### src/rtl/shared_multi_fifo_pkg.sv
// Shared types, width helpers and constants for the shared-memory multi-FIFO.
// Imported by the pointer controller and the top level.
package shared_multi_fifo_pkg;

  localparam int ERR_W   = 2;
  localparam int ERR_OVF = 0;
  localparam int ERR_UNF = 1;

  function automatic int ptr_w(input int depth);
    return $clog2(depth);
  endfunction

  function automatic int sel_w(input int nf);
    return $clog2(nf);
  endfunction

  function automatic int cnt_w(input int depth);
    return $clog2(depth + 1);
  endfunction

  // Reset chain of the free list: entry i links to i+1.
  function automatic int free_init(input int i, input int depth);
    return (i + 1) % depth;
  endfunction

endpackage

### src/rtl/shared_multi_fifo_ptr_ctrl.sv
// Linked-list bookkeeping: free list, per-FIFO head/tail/count, accept logic.
// Supports one push and one pop per cycle, including slot reuse when full.
module sml_ptr_ctrl
  import shared_multi_fifo_pkg::*;
#(
  parameter int DEPTH     = 8,
  parameter int NUM_FIFOS = 4,
  parameter int PTR_WIDTH = ptr_w(DEPTH),
  parameter int SEL_WIDTH = sel_w(NUM_FIFOS),
  parameter int CNT_WIDTH = cnt_w(DEPTH)
) (
  input  logic                           clk,
  input  logic                           rst,
  input  logic                           push,
  input  logic [SEL_WIDTH-1:0]           push_sel,
  input  logic                           pop,
  input  logic [SEL_WIDTH-1:0]           pop_sel,
  output logic [PTR_WIDTH-1:0]           alloc_ptr,
  output logic [PTR_WIDTH-1:0]           free_ptr,
  output logic                           push_ok,
  output logic                           pop_ok,
  output logic                           full,
  output logic [NUM_FIFOS-1:0]           empty,
  output logic [NUM_FIFOS*CNT_WIDTH-1:0] count,
  output logic [CNT_WIDTH-1:0]           free_count
);

  logic [PTR_WIDTH-1:0] nxt  [DEPTH];
  logic [PTR_WIDTH-1:0] head [NUM_FIFOS];
  logic [PTR_WIDTH-1:0] tail [NUM_FIFOS];
  logic [CNT_WIDTH-1:0] cnt  [NUM_FIFOS];
  logic [PTR_WIDTH-1:0] free_head;
  logic [PTR_WIDTH-1:0] free_tail;
  logic [CNT_WIDTH-1:0] free_cnt;

  logic push_in;
  logic pop_in;
  logic has_free;
  logic same;
  logic pop_one;
  logic push_to_empty;

  assign push_in  = int'(push_sel) < NUM_FIFOS;
  assign pop_in   = int'(pop_sel) < NUM_FIFOS;
  assign has_free = free_cnt != '0;
  assign same     = push_sel == pop_sel;

  assign pop_ok  = pop && pop_in && (cnt[pop_sel] != '0);
  assign push_ok = push && push_in && (has_free || pop_ok);

  assign free_ptr  = head[pop_sel];
  assign alloc_ptr = has_free ? free_head : free_ptr;

  // Same-FIFO pop of the last entry: the pushed entry becomes the new head.
  assign pop_one = pop_ok && same && (cnt[pop_sel] == CNT_WIDTH'(1));
  assign push_to_empty = (cnt[push_sel] == '0) || pop_one;

  always_comb begin
    count = '0;
    empty = '0;
    for (int i = 0; i < NUM_FIFOS; i++) begin
      count[i*CNT_WIDTH +: CNT_WIDTH] = cnt[i];
      empty[i] = cnt[i] == '0;
    end
  end

  assign full       = !has_free;
  assign free_count = free_cnt;

  always_ff @(posedge clk) begin
    if (!rst) begin
      for (int i = 0; i < DEPTH; i++)
        nxt[i] <= PTR_WIDTH'(free_init(i, DEPTH));
      for (int i = 0; i < NUM_FIFOS; i++) begin
        head[i] <= '0;
        tail[i] <= '0;
        cnt[i]  <= '0;
      end
      free_head <= '0;
      free_tail <= PTR_WIDTH'(DEPTH - 1);
      free_cnt  <= CNT_WIDTH'(DEPTH);
    end else begin
      if (pop_ok && !(push_ok && pop_one))
        head[pop_sel] <= nxt[free_ptr];

      if (push_ok) begin
        tail[push_sel] <= alloc_ptr;
        if (push_to_empty)
          head[push_sel] <= alloc_ptr;
        else
          nxt[tail[push_sel]] <= alloc_ptr;
      end

      // Free list: allocate from head, return popped entries at tail.
      case ({pop_ok, push_ok})
        2'b10: begin
          if (!has_free) begin
            free_head <= free_ptr;
            free_tail <= free_ptr;
          end else begin
            nxt[free_tail] <= free_ptr;
            free_tail      <= free_ptr;
          end
        end
        2'b01: free_head <= nxt[free_head];
        2'b11: begin
          if (free_cnt == CNT_WIDTH'(1)) begin
            free_head <= free_ptr;
            free_tail <= free_ptr;
          end else if (has_free) begin
            free_head      <= nxt[free_head];
            nxt[free_tail] <= free_ptr;
            free_tail      <= free_ptr;
          end
        end
        default: ;
      endcase

      for (int i = 0; i < NUM_FIFOS; i++) begin
        if (push_ok && push_sel == SEL_WIDTH'(i) &&
            !(pop_ok && pop_sel == SEL_WIDTH'(i)))
          cnt[i] <= cnt[i] + CNT_WIDTH'(1);
        else if (pop_ok && pop_sel == SEL_WIDTH'(i) &&
                 !(push_ok && push_sel == SEL_WIDTH'(i)))
          cnt[i] <= cnt[i] - CNT_WIDTH'(1);
      end

      if (pop_ok && !push_ok)
        free_cnt <= free_cnt + CNT_WIDTH'(1);
      else if (push_ok && !pop_ok)
        free_cnt <= free_cnt - CNT_WIDTH'(1);
    end
  end

endmodule

### src/rtl/shared_multi_fifo.sv
// Shared-memory multi-FIFO top: data store, registered read port, error flags.
// Pointer and list management live in sml_ptr_ctrl.
module shared_multi_fifo
  import shared_multi_fifo_pkg::*;
#(
  parameter int WIDTH     = 8,
  parameter int DEPTH     = 8,
  parameter int NUM_FIFOS = 4,
  parameter int PTR_WIDTH = ptr_w(DEPTH),
  parameter int SEL_WIDTH = sel_w(NUM_FIFOS),
  parameter int CNT_WIDTH = cnt_w(DEPTH)
) (
  input  logic                           clk,
  input  logic                           rst,
  input  logic                           push,
  input  logic [SEL_WIDTH-1:0]           push_sel,
  input  logic [WIDTH-1:0]               data_in,
  input  logic                           pop,
  input  logic [SEL_WIDTH-1:0]           pop_sel,
  output logic                           full,
  output logic [NUM_FIFOS-1:0]           empty,
  output logic [NUM_FIFOS*CNT_WIDTH-1:0] count,
  output logic [CNT_WIDTH-1:0]           free_count,
  output logic [WIDTH-1:0]               data_out,
  output logic                           out_valid,
  output logic                           err_overflow,
  output logic                           err_underflow
);

  logic [WIDTH-1:0]     mem [DEPTH];
  logic [PTR_WIDTH-1:0] alloc_ptr;
  logic [PTR_WIDTH-1:0] free_ptr;
  logic                 push_ok;
  logic                 pop_ok;
  logic [ERR_W-1:0]     err;

  sml_ptr_ctrl #(
    .DEPTH     (DEPTH),
    .NUM_FIFOS (NUM_FIFOS),
    .PTR_WIDTH (PTR_WIDTH),
    .SEL_WIDTH (SEL_WIDTH),
    .CNT_WIDTH (CNT_WIDTH)
  ) u_ctrl (
    .clk        (clk),
    .rst        (rst),
    .push       (push),
    .push_sel   (push_sel),
    .pop        (pop),
    .pop_sel    (pop_sel),
    .alloc_ptr  (alloc_ptr),
    .free_ptr   (free_ptr),
    .push_ok    (push_ok),
    .pop_ok     (pop_ok),
    .full       (full),
    .empty      (empty),
    .count      (count),
    .free_count (free_count)
  );

  // Contents survive reset; the lists decide what is live.
  always_ff @(posedge clk) begin
    if (push_ok)
      mem[alloc_ptr] <= data_in;
  end

  always_ff @(posedge clk) begin
    if (!rst) begin
      data_out  <= '0;
      out_valid <= 1'b0;
      err       <= '0;
    end else begin
      out_valid <= pop_ok;
      if (pop_ok)
        data_out <= mem[free_ptr];
      if (push && !push_ok)
        err[ERR_OVF] <= 1'b1;
      if (pop && !pop_ok)
        err[ERR_UNF] <= 1'b1;
    end
  end

  assign err_overflow  = err[ERR_OVF];
  assign err_underflow = err[ERR_UNF];

endmodule

### config.mk
export PLATFORM = sky130hd
export DESIGN_NAME = shared_multi_fifo
export DESIGN_NICKNAME = d
export VERILOG_FILES = /design/src/rtl/shared_multi_fifo_pkg.sv /design/src/rtl/shared_multi_fifo_ptr_ctrl.sv /design/src/rtl/shared_multi_fifo.sv
export SDC_FILE = /design/constraint.sdc
export NUM_CORES = 1
export LEC_CHECK = 0
export CORE_MARGIN = 5
export CORE_UTILIZATION = 45
export DETAILED_ROUTE_END_ITERATION = 12
export GPL_TIMING_DRIVEN = 1
export PLACE_DENSITY = 0.63
export SETUP_SLACK_MARGIN = 0.02
export SLEW_MARGIN = 10
export SYNTH_ARGS = -nofsm -noshare
export SYNTH_HDL_FRONTEND = slang
export SYNTH_SLANG_ARGS = --single-unit
### constraint.sdc
create_clock -name clk -period 5.5 [get_ports clk]
set_clock_uncertainty 0.1 [all_clocks]
set_input_delay 1.1 -clock clk [delete_from_list [all_inputs] [get_ports clk]]
set_output_delay 1.1 -clock clk [all_outputs]
set_load 0.01 [all_outputs]
==> impl_metrics.py <==
metrics = {
    "critical_path": {
        "crit_chain": "clkdlybuf4s50_1 > mux4_2 > a21oi_2 > nand2_1 > nand4_1 > inv_1 > ha_1 > a21o_1 > a21oi_1 > xnor2_1 > or3b_2 > a21oi_1",
        "path_common_cell": "a21oi_1",
        "cp_num_buf_inv": 2,
        "cp_max_fo": 10,
        "slowest_delay_ns": 0.74,
        "path_class": "primary input to flip-flop",
        "startpoint_type": "primary input",
        "rr_worst_depth": 14,
        "crit_required_ns": 5.66,
        "worst_setup_path_end_kind": "flip-flop",
        "cp_data_arrival_time_ns": 4.83,
        "slowest_stage": "clkdlybuf4s50_1",
        "crit_cells": 12,
        "critPathTopFamily": "compound AO/OA/AOI/OAI gates",
    },
    "clocking": {
        "clock_sinks": 152,
        "cts_tree": "built",
        "cts_buffers": 17,
        "clockBufferDepth": 2,
        "postCtsSetupRepairBufs": 0,
        "clkLatencyLatePin_ns": 0.42,
        "hold_buffers": 0,
        "cts.clk_slew.worst_paths_ns": 0.06,
        "htreeDepth": 4,
        "post_cts_resized": 0,
        "cts_root_buffer": "clkbuf_16",
    },
    "timing": {
        "max_freq_mhz": 214,
        "slew_headroom_pct": 33.7,
        "finalMaxSlewViolations": 0,
        "rsz0062_at_grt": "no",
        "setup_viol": 0,
        "hold_violations": 0,
        "fin_ws_ns": 0.826,
        "fin_tns_setup_ns": 0,
        "fin_crit_ns": 4.67,
        "fin_crit_sh_pct": 85.0,
        "tightest_slew_ns": 0.984,
    },
    "synthesis": {
        "syn_nets": 637,
        "yosysWarnings": 0,
        "synth_seq_cells": 152,
        "syn_inst": 607,
        "synthDistinctLibCells": 65,
        "synthArstFlopShare_pct": 0,
        "syn_avg_cell_area_um2": 12.6,
        "synthFlopType": "edfxtp_1",
        "synth_top_area_share_pct": 50.2,
        "synth_top_area_cell": "edfxtp_1",
        "yosysSeqAreaShare_pct": 56.5,
        "synth-edff-count": 128,
        "yosys-top-cells-area": "edfxtp_1 (50%), mux4_2 (10%), dfxtp_1 (6.3%)",
        "synth_area_um2": 7660,
    },
    "floorplanning": {
        "die-area_um2": 19700,
        "die-width_um": 140,
        "design.core.area_um2": 16600,
        "die_height_um": 140,
        "rows": 47,
        "ioPinCount": 52,
        "initial_core_util_pct": 46.0,
    },
    "drt": {
        "drt_iter0_drc": 418,
        "avgRoutedWirePerCell_um": 20.4,
        "ant_nets": 0,
        "drc": 0,
        "first_pass_iters": 5,
        "vias": 5290,
        "vias_per_cell": 5.90,
        "wl_um": 18300,
    },
    "layout": {
        "area_delta_synth_final_pct": 17.5,
        "drive_gt1_share_pct": 16.0,
        "nets": 694,
        "final_util_pct": 54.0,
        "num_antenna_cells": 0,
    },
    "job": {
        "cap_violations": 0,
    },
    "placed_design": {
        "port_buffers": 51,
        "pre_cts_slack_ns": 0.451,
        "dp_hpwl_um": 13000,
        "gp_congestion": 0.877,
    },
    "pwr": {
        "p_seq_share_pct": 45.9,
        "power.density_nw_per_um2": 341,
        "pwr-share-comb_pct": 19.2,
        "clock_power_share_pct": 34.9,
        "switching_power_w": 0.000883,
        "p_sw_share_pct": 28.8,
        "p_int_w": 0.00218,
        "p_leak_nw": 3.11,
        "ir_worst_vdd_mv": 0.264,
    },
    "hold_path": {
        "hold_depth": 2,
        "hold_path.class": "flip-flop to flip-flop",
    },
    "run_status": {
        "status": "completed",
    },
    "grt": {
        "grt_pass1_wl_um": 29400,
        "gr-total-overflow": 0,
        "first_global_vias": 5219,
        "grt_max_degree": 31,
        "antenna_found_initial": 0,
        "track_usage_pct": 19.2,
    },
}
[cell usage in the layout (no fill, tap or decap), drive strengths merged, types with 17 or more instances in the layout]
cell type,Yosys,routed
edfxtp,128,128
nand2,61,61
clkdlybuf4s50,0,51
nor2,46,46
mux4,34,34
inv,21,26
dfxtp,24,24
a31oi,23,23
buf,15,23
nand3,22,22
o21ai,21,21
o22ai,20,20
mux2i,18,18
nor3,18,18
clkbuf,21,17
[synthesized netlist by cell type (5+ instances only)]
cell	count
a21o_1	5
a21oi_1	12
nand4_1	11
nor2_1	46
ha_1	11
nor2b_1	7
clkbuf_1	21
edfxtp_1	128
nand3_1	22
mux4_2	34
nor4_1	5
mux2i_1	18
nand3b_1	6
buf_2	9
a31oi_1	23
nor3_1	17
inv_1	20
o21ai_0	20
xnor2_1	9
mux2_2	8
nand2_1	61
dfxtp_1	24
o22ai_1	20
[power groups by stage]
stage / registers [W] / clock network, W / logic (W)
global route: 0.00142 / 0.00115 / 0.000638
global placement: 0.00143 / 0 / 0.000580
floorplan: 0.00142 / 0 / 0.000378
finish: 0.00141 / 0.00107 / 0.000588
CTS: 0.00141 / 0.00108 / 0.000589
detailed placement: 0.00143 / 0 / 0.000587
[sequential cells by signal, summed over array words and instances, names as in the netlist, named ones only]
register,cells
mem,64
u_ctrl.nxt,24
u_ctrl.cnt,16
u_ctrl.head,12
u_ctrl.tail,12
data_out,8
u_ctrl.free_count,4
u_ctrl.free_head,3
u_ctrl.free_tail,3
err,2
out_valid,1
[final timing paths]
path | slack (ns) | end | startpoint
min | 0.39 | err[0] | err[0]
min reg2reg | 0.39 | err[0] | err[0]
max reg2reg | 1.58 | u_ctrl.cnt[0][3] | u_ctrl.free_count[1]
max | 0.83 | u_ctrl.cnt[0][3] | pop_sel[1]
[cells by family (layout without fill, tap and decap cells)]
| logic type | Yosys count | in the layout | share of synthesized area, % |
|---|---|---|---|
| buffers and inverters | 58 | 128 | 3.24 |
| muxes | 60 | 60 | 13.5 |
| DFF | 152 | 152 | 56.5 |
| adders and majority gates | 14 | 14 | 2.58 |
| and+or+nand+nor | 200 | 200 | 12.8 |
| AOI/OAI and AO/OA | 110 | 110 | 9.92 |
| xor gates and xnor gates | 13 | 13 | 1.49 |
[worst reg2reg max path: stages, from the launching register on]
cell and delay (ns):
dfxtp_1 0.38, inv_1 0.10, ha_1 0.21, or3b_2 0.60, o21ai_0 0.40, a21oi_2 0.18, nand2_1 0.18, nand4_1 0.16
inv_1 0.14, ha_1 0.24, a21o_1 0.18, a21oi_1 0.17, xnor2_1 0.10, or3b_2 0.47, a21oi_1 0.16
[through the flow]
stage               hold slack, ns  std cells  instance area [um2]  power [W]
floorplan                    0.389        607                 7660    0.00180
global placement             0.364        865                 8450    0.00201
detailed placement           0.374        865                 8450    0.00202
CTS                          0.388        897                 8990    0.00308
global route                 0.482        897                 8990    0.00320
finish                       0.386        897                 8990    0.00307
[final cells by class]
type / count / area (um2)
clock inverters: 15 / 119
fillers: 1397 / 7650
inverters: 22 / 82.6
clock buffers: 17 / 425
flip-flops and latches: 152 / 4320
well taps: 220 / 275
multi-input cells: 397 / 3080
repair buffers: 74 / 683
[routing by layer]
layer / share of wire, % / global-route usage (%)
met1: 46 / 27.2
met5: 0 / 0
met3: 6.0 / 3.44
met4: 1.1 / 5.00
met2: 47 / 30.8
No activity file was read; power rests on OpenSTA's default activity.
